**src/rtl/traffic_phase_sequencer.sv**
```systemverilog
`default_nettype none
// ============================================================================
// Module   : traffic_phase_sequencer
// Purpose  : Steps an intersection through N_PHASES light phases. Each phase
//            lasts a run-time programmable number of seconds, looked up in
//            one of N_SENSORS+1 duration tables. The table is chosen from the
//            vehicle sensors at the start of every cycle (phase 0 entry).
//            A pedestrian request is latched and stretches PED_PHASE. Phases
//            flagged in HOLD_MASK wait for ext_ok before advancing. An
//            internal prescaler derives the 1-second time base from CLK.
// Ports    : CLK             - clock
//            reset_general_n - asynchronous active-low reset
//            enable_general  - run enable (low returns to IDLE)
//            sensor          - vehicle presence, one bit per approach
//            ped_button      - pedestrian request (sticky once seen)
//            ext_ok          - advance confirmation for hold phases
//            cfg_we/cfg_table/cfg_phase/cfg_time - duration table write port
//            lights          - registered light levels
//            phase           - current phase index
//            table_sel       - active duration table
//            remaining       - whole seconds left in the current phase
//            phase_start     - one-cycle pulse on the first cycle of a phase
//            ped_pending     - pedestrian request latched
//            running         - high while sequencing
// Revision : 1.0 - initial release
// ============================================================================
module traffic_phase_sequencer #(
    parameter int                            N_PHASES      = 8,
    parameter int                            N_LIGHTS      = 9,
    parameter int                            N_SENSORS     = 3,
    parameter int                            TIME_W        = 8,
    parameter int                            TICKS_PER_SEC = 10000,
    parameter logic [N_PHASES*N_LIGHTS-1:0]  LIGHT_PATTERN = '0,
    parameter logic [N_LIGHTS-1:0]           SAFE_LIGHTS   = '0,
    parameter logic [N_PHASES-1:0]           HOLD_MASK     = 8'b1110_0000,
    parameter int                            PED_PHASE     = 4,
    parameter int                            PED_EXTRA     = 10,
    parameter int                            DEFAULT_TIME  = 3,
    localparam int                           PW = (N_PHASES > 1) ? $clog2(N_PHASES) : 1,
    localparam int                           TW = $clog2(N_SENSORS + 1)
) (
    input  logic                 CLK,
    input  logic                 reset_general_n,
    input  logic                 enable_general,
    input  logic [N_SENSORS-1:0] sensor,
    input  logic                 ped_button,
    input  logic                 ext_ok,
    input  logic                 cfg_we,
    input  logic [TW-1:0]        cfg_table,
    input  logic [PW-1:0]        cfg_phase,
    input  logic [TIME_W-1:0]    cfg_time,
    output logic [N_LIGHTS-1:0]  lights,
    output logic [PW-1:0]        phase,
    output logic [TW-1:0]        table_sel,
    output logic [TIME_W-1:0]    remaining,
    output logic                 phase_start,
    output logic                 ped_pending,
    output logic                 running
);

    localparam int                N_TABLES     = N_SENSORS + 1;
    localparam int                PSW          = (TICKS_PER_SEC > 1) ? $clog2(TICKS_PER_SEC) : 1;
    localparam logic [PSW-1:0]    c_PRES_LAST  = PSW'(TICKS_PER_SEC - 1);
    localparam logic [PW-1:0]     c_LAST_PHASE = PW'(N_PHASES - 1);
    localparam logic [PW-1:0]     c_PED_PHASE  = PW'(PED_PHASE);
    localparam logic [TIME_W-1:0] c_TIME_MAX   = '1;
    localparam logic [TIME_W-1:0] c_DEFAULT    = TIME_W'(DEFAULT_TIME);

    typedef enum logic [0:0] {
        ST_IDLE = 1'b0,
        ST_RUN  = 1'b1
    } state_t;

    // ------------------------------------------------------------------
    // Registers
    // ------------------------------------------------------------------
    state_t              r_state;
    logic [PW-1:0]       r_phase;
    logic [TW-1:0]       r_table_sel;
    logic [TIME_W-1:0]   r_remaining;
    logic [PSW-1:0]      r_prescaler;
    logic                r_phase_start;
    logic                r_ped_pending;
    logic                r_running;
    logic [N_LIGHTS-1:0] r_lights;
    logic [TIME_W-1:0]   r_table [N_TABLES][N_PHASES];

    // ------------------------------------------------------------------
    // Combinational helpers
    // ------------------------------------------------------------------
    logic [N_LIGHTS-1:0] w_pattern [N_PHASES];
    logic [TW-1:0]       w_sensor_sel;
    logic [TW-1:0]       w_onehot_idx;
    int                  w_sensor_hits;
    logic                w_cfg_table_ok;
    logic                w_cfg_phase_ok;
    logic                w_done;
    logic                w_hold_ok;
    logic                w_advance;
    logic                w_entry;
    logic [PW-1:0]       w_entry_phase;
    logic [TW-1:0]       w_entry_sel;
    logic [TIME_W-1:0]   w_base;
    logic                w_ped_hit;
    logic                w_ped_clear;
    logic [31:0]         w_sum;
    logic [TIME_W-1:0]   w_load;

    // Unpack the flattened light pattern into one word per phase.
    for (genvar gp = 0; gp < N_PHASES; gp++) begin : g_pattern
        assign w_pattern[gp] = LIGHT_PATTERN[gp*N_LIGHTS +: N_LIGHTS];
    end

    // Writes to a table or phase index that does not exist are dropped.
    // When the index width exactly covers the range the check is trivial.
    if (N_TABLES == (1 << TW)) begin : g_cfg_table_full
        assign w_cfg_table_ok = 1'b1;
    end else begin : g_cfg_table_part
        assign w_cfg_table_ok = (int'(cfg_table) < N_TABLES);
    end

    if (N_PHASES == (1 << PW)) begin : g_cfg_phase_full
        assign w_cfg_phase_ok = 1'b1;
    end else begin : g_cfg_phase_part
        assign w_cfg_phase_ok = (int'(cfg_phase) < N_PHASES);
    end

    // Exactly one sensor active selects table i+1; none or several select 0.
    always_comb begin
        w_sensor_hits = 0;
        w_onehot_idx  = '0;
        for (int i = 0; i < N_SENSORS; i++) begin
            if (sensor[i]) begin
                w_sensor_hits = w_sensor_hits + 1;
                w_onehot_idx  = TW'(i + 1);
            end
        end
        w_sensor_sel = (w_sensor_hits == 1) ? w_onehot_idx : '0;
    end

    // The phase is over on its last tick: either nothing is left, or the
    // final second is about to roll over on this cycle.
    assign w_done    = (r_remaining == '0) ||
                       ((r_remaining == TIME_W'(1)) && (r_prescaler == c_PRES_LAST));
    assign w_hold_ok = !HOLD_MASK[r_phase] || ext_ok;
    assign w_advance = (r_state == ST_RUN) && enable_general && w_done && w_hold_ok;
    assign w_entry   = ((r_state == ST_IDLE) && enable_general) || w_advance;

    // Phase being entered: leaving IDLE or wrapping the cycle both go to 0.
    assign w_entry_phase = ((r_state == ST_IDLE) || (r_phase == c_LAST_PHASE)) ?
                           '0 : (r_phase + PW'(1));

    // Table select is only re-evaluated on the way into phase 0.
    assign w_entry_sel = (w_entry_phase == '0) ? w_sensor_sel : r_table_sel;

    // Duration read uses the table contents before any same-cycle write,
    // so a coincident write only affects later entries.
    assign w_base      = r_table[w_entry_sel][w_entry_phase];
    assign w_ped_hit   = (w_entry_phase == c_PED_PHASE) && r_ped_pending;
    assign w_ped_clear = w_entry && (w_entry_phase == c_PED_PHASE);
    assign w_sum       = 32'(w_base) + (w_ped_hit ? 32'(PED_EXTRA) : 32'd0);
    assign w_load      = (w_sum > 32'(c_TIME_MAX)) ? c_TIME_MAX : w_sum[TIME_W-1:0];

    // ------------------------------------------------------------------
    // Duration tables
    // ------------------------------------------------------------------
    always_ff @(posedge CLK or negedge reset_general_n) begin
        if (!reset_general_n) begin
            for (int t = 0; t < N_TABLES; t++) begin
                for (int p = 0; p < N_PHASES; p++) begin
                    r_table[t][p] <= c_DEFAULT;
                end
            end
        end else if (cfg_we && w_cfg_table_ok && w_cfg_phase_ok) begin
            r_table[cfg_table][cfg_phase] <= cfg_time;
        end
    end

    // ------------------------------------------------------------------
    // Sequencer
    // ------------------------------------------------------------------
    always_ff @(posedge CLK or negedge reset_general_n) begin
        if (!reset_general_n) begin
            r_state       <= ST_IDLE;
            r_phase       <= '0;
            r_table_sel   <= '0;
            r_remaining   <= '0;
            r_prescaler   <= '0;
            r_phase_start <= 1'b0;
            r_ped_pending <= 1'b0;
            r_running     <= 1'b0;
            r_lights      <= SAFE_LIGHTS;
        end else begin
            r_phase_start <= w_entry;
            // A press on the very edge that serves the request re-arms it.
            r_ped_pending <= (r_ped_pending && !w_ped_clear) || ped_button;

            if (w_entry) begin
                r_state     <= ST_RUN;
                r_running   <= 1'b1;
                r_phase     <= w_entry_phase;
                r_table_sel <= w_entry_sel;
                r_remaining <= w_load;
                r_prescaler <= '0;
                r_lights    <= w_pattern[w_entry_phase];
            end else begin
                case (r_state)
                    ST_IDLE: begin
                        r_running <= 1'b0;
                        r_lights  <= SAFE_LIGHTS;
                    end
                    ST_RUN: begin
                        if (!enable_general) begin
                            r_state     <= ST_IDLE;
                            r_running   <= 1'b0;
                            r_phase     <= '0;
                            r_remaining <= '0;
                            r_prescaler <= '0;
                            r_lights    <= SAFE_LIGHTS;
                        end else if (w_done) begin
                            // Waiting for ext_ok: time is up, prescaler frozen.
                            r_remaining <= '0;
                        end else if (r_prescaler == c_PRES_LAST) begin
                            r_prescaler <= '0;
                            r_remaining <= r_remaining - TIME_W'(1);
                        end else begin
                            r_prescaler <= r_prescaler + PSW'(1);
                        end
                    end
                    default: begin
                        r_state <= ST_IDLE;
                    end
                endcase
            end
        end
    end

    assign lights      = r_lights;
    assign phase       = r_phase;
    assign table_sel   = r_table_sel;
    assign remaining   = r_remaining;
    assign phase_start = r_phase_start;
    assign ped_pending = r_ped_pending;
    assign running     = r_running;

endmodule
`default_nettype wire

```
**config.mk**
```make
export PLATFORM = sky130hd
export DESIGN_NAME = traffic_phase_sequencer
export DESIGN_NICKNAME = d
export VERILOG_FILES = /design/src/rtl/traffic_phase_sequencer.sv
export SDC_FILE = /design/constraint.sdc
export NUM_CORES = 1
export LEC_CHECK = 0
export ABC_CLOCK_PERIOD_IN_PS = 6510
export CAP_MARGIN = 20
export CORE_MARGIN = 5
export CORE_UTILIZATION = 45
export CTS_CLUSTER_DIAMETER = 30
export CTS_CLUSTER_SIZE = 28
export DETAILED_ROUTE_END_ITERATION = 16
export DONT_BUFFER_PORTS = 1
export MAX_ROUTING_LAYER = met4
export PLACE_DENSITY = 0.69
export SYNTH_ARGS = -nofsm -noshare
export SYNTH_HDL_FRONTEND = slang
export SYNTH_SLANG_ARGS = --single-unit
```
**constraint.sdc**
```tcl
create_clock -name CLK -period 6.51 [get_ports CLK]
set_input_delay 1.302 -clock CLK [delete_from_list [all_inputs] [get_ports CLK]]
set_output_delay 1.302 -clock CLK [all_outputs]
set_load 0.02 [all_outputs]
```
==> impl_metrics.tcl <==
set metrics [dict create \
    status "finished clean" \
    fmax_ghz 0.1819 \
    holdBufCountCts 0 \
    ant_nets 0 \
    power.total_mw 7.250 \
    port_buffers 0 \
    pin_count 47 \
    synthDistinctLibCells 78 \
    dp_hpwl_um 23430 \
    crit_path_max_fanout 23 \
    syn_inst 1247 \
    core_area_um2 31390 \
    multiInputGateArea_um2 6600 \
    antennaDiodeCount 0 \
    drt_iter0_markers 886 \
    required_ps 6950 \
    hold_ws_ps 474.1 \
    synth-seq-area-share_pct 50.91 \
    clk-insertion-delay-late_ps 540 \
    layout_common_cells "mux2_2 (263), dfrtp_1 (223), nand2_1 (187)" \
    rsz0062_at_grt "false" \
    cts_setup_buffers 0 \
    tns_ps 0 \
    fin_ws_ps 1014 \
    p_sw_share_pct 28.44 \
    powerDensity_nw_per_um2 431.2 \
    synth_area_leaders "dfrtp_1 (39%), mux2_2 (21%), dfstp_2 (12%)" \
    period_needed_ps 5496 \
    instances_no_fill 1706 \
    fillCellCount 2645 \
    dp_cells 1587 \
    relSlewSlack_pct 26.33 \
    globalRouteOverflowTotal 0 \
    drt_pass1_iterations 5 \
    syn_area_um2 14260 \
    crit_type "flop to flop" \
    vias_per_cell 6.039 \
    yosys_warnings 0 \
    track_usage_pct 21.79 \
    die_y_um 188.0 \
    power_frac_seq_pct 33.8 \
    pre_cts_slack_ps 870.3 \
    leakage_nw 7.352 \
    dieArea_um2 35360 \
    cts_buffers 67 \
    fin_util_pct 53.56 \
    final-hold-violation-count 0 \
    synthDominantCellAreaShare_pct 39.12 \
    layout_commonest_cell "mux2_2" \
    drv_slew 0 \
    async_reset_ff_share_pct 100.0 \
    wire_per_inst_um 21.98 \
    die_w_um 188.0 \
    cts-htree-levels 3 \
    skew_ps 21.05 \
    irDropWorstVdd_uv 219.1 \
    cts_tree "yes" \
    maxCapViolations 0 \
    period_share_pct 84.43 \
    initial_utilization_pct 45.44 \
    syn_area_per_cell_um2 11.44 \
    power_frac_clock_pct 46.2 \
    num_rows 65 \
    synth-edff-count 0 \
    cts.path.max_buffers 3 \
    arrival_ps 5940 \
    setup_viol 0 \
    drive_gt1_share_pct 36.35 \
    syn_to_final_growth_pct 17.88 \
    finalWirelength_um 37500 \
    place_congestion 0.8998 \
    grt_start_max_net_pins 288 \
    grt_pass1_wl_um 59740 \
    start_kind "flop" \
    grt_pass1_vias 10598 \
    p_comb_share_pct 20.0 \
    ys.flop_type "dfrtp_1" \
    nets 1289 \
    critPathCaptureType "flop" \
    postCtsResizedCells 0 \
    internal_power_mw 5.189 \
    clkSlewWorstSetupHoldPaths_ps 40 \
    synth-seq-cells 287 \
    synth_largest_area_cell "dfrtp_1" \
    drc_errors 0 \
    num_vias 10302 \
    area.sequential_um2 7262 \
    p_sw_mw 2.062 \
    hp-class "primary input to asynchronous set/reset pin" \
    cts_root_buf "clkbuf_16" \
    cts.sinks 287 \
    placed_area_um2 14520 \
    worst_pin_slew_ps 1101 \
    antenna_found_initial 0 \
    final_area_um2 16810 \
]
## logic make-up after synthesis
logic type               after synthesis  synth area share, %
other                                  1              0.02629
XOR/XNOR                               3               0.1842
flip-flops                           287                50.91
AO/OA/AOI/OAI                        144                6.974
adder cells (fa/ha/maj)               13                1.140
multiplexers                         307                24.64
buffers and inverters                 95                3.096
AND/OR/NAND/NOR                      397                13.03
## sequential cells by signal (all words and copies together), names as in the netlist
name         flops
remaining        8
ped_pending      1
phase_start      1
running          1
r_state          1
r_table        256
table_sel        2
phase            3
r_prescaler     14
## cell usage after synthesis (4+ instances only)
| library cell | instances |
|---|---|
| clkbuf_1 | 47 |
| nand3_1 | 84 |
| o22ai_1 | 7 |
| a32oi_1 | 4 |
| nor2_1 | 39 |
| inv_1 | 9 |
| nand2b_1 | 6 |
| and3_1 | 21 |
| dfrtp_1 | 223 |
| mux4_2 | 9 |
| a311oi_1 | 8 |
| a22o_1 | 4 |
| nor3_1 | 12 |
| buf_4 | 11 |
| buf_2 | 16 |
| dfstp_2 | 64 |
| or3_1 | 7 |
| ha_1 | 13 |
| a21oi_1 | 30 |
| nor3b_1 | 7 |
| nand2_1 | 188 |
| buf_1 | 9 |
| a21o_1 | 4 |
| nand3b_1 | 5 |
| mux2i_1 | 35 |
| mux2_2 | 263 |
| o21ai_0 | 38 |
## final timing paths
| kind | startpoint | end | slack [ps] | cells after the start |
|---|---|---|---|---|
| setup / recovery | phase[0]$_DFFE_PN0P_ | remaining[6]$_DFFE_PN0P_ | 1010 | 18 |
| max in group asynchronous | reset_general_n | r_table[97]$_DFFE_PN1P_ | 5590 | 0 |
| hold / removal | reset_general_n | r_prescaler[2]$_DFFE_PN0P_ | 470 | 0 |
| min in group CLK | r_table[242]$_DFFE_PN0P_ | r_table[242]$_DFFE_PN0P_ | 500 | 1 |
| hold reg to reg | r_table[242]$_DFFE_PN0P_ | r_table[242]$_DFFE_PN0P_ | 500 | 1 |
| setup reg to reg | phase[0]$_DFFE_PN0P_ | remaining[6]$_DFFE_PN0P_ | 1010 | 18 |
## critical path: stages, from the launching register on
cell and delay (ps):
dfrtp_1 620, inv_1 160, ha_1 510, or3b_4 480
a221o_1 530, nand2_2 480, buf_4 310, nand2_1 70
nand3_1 70, and3_1 160, a311oi_1 60, o41ai_1 510
ha_1 280, inv_1 60, o2111a_1 130, a311o_1 350
nor3_2 220, mux2i_1 200, a2bb2oi_1 170
## layout make-up
cell class / instances / area share, %
Tap cell: 402 / 2.992
Timing Repair Buffer: 15 / 0.6697
Sequential cell: 287 / 43.19
Multi-Input combinational cell: 873 / 39.25
Inverter: 10 / 0.2232
Clock inverter: 26 / 2.017
Clock buffer: 93 / 11.65
## metal layers
| layer | vias to the layer above | share of wire, % | GRT usage (%) |
|---|---|---|---|
| met3 | 86 | 9.1 | 6.124 |
| met4 | 0 | 2.6 | 6.945 |
| met5 | - | 0 | - |
| met1 | 5267 | 42 | 28.69 |
| met2 | 435 | 46 | 32.86 |
| li1 | 4514 | - | - |
## power by group through the flow
stage                     combinational, mW  clock [mW]  sequential, mW
after floorplan                        1.13           0            2.39
after CTS                              1.43        3.40            2.45
final                                  1.45        3.35            2.45
after global routing                   1.58        3.52            2.49
after global placement                 1.39           0            2.45
after detailed placement               1.42           0            2.47
Note: power is estimated with default switching activity, not from simulation.
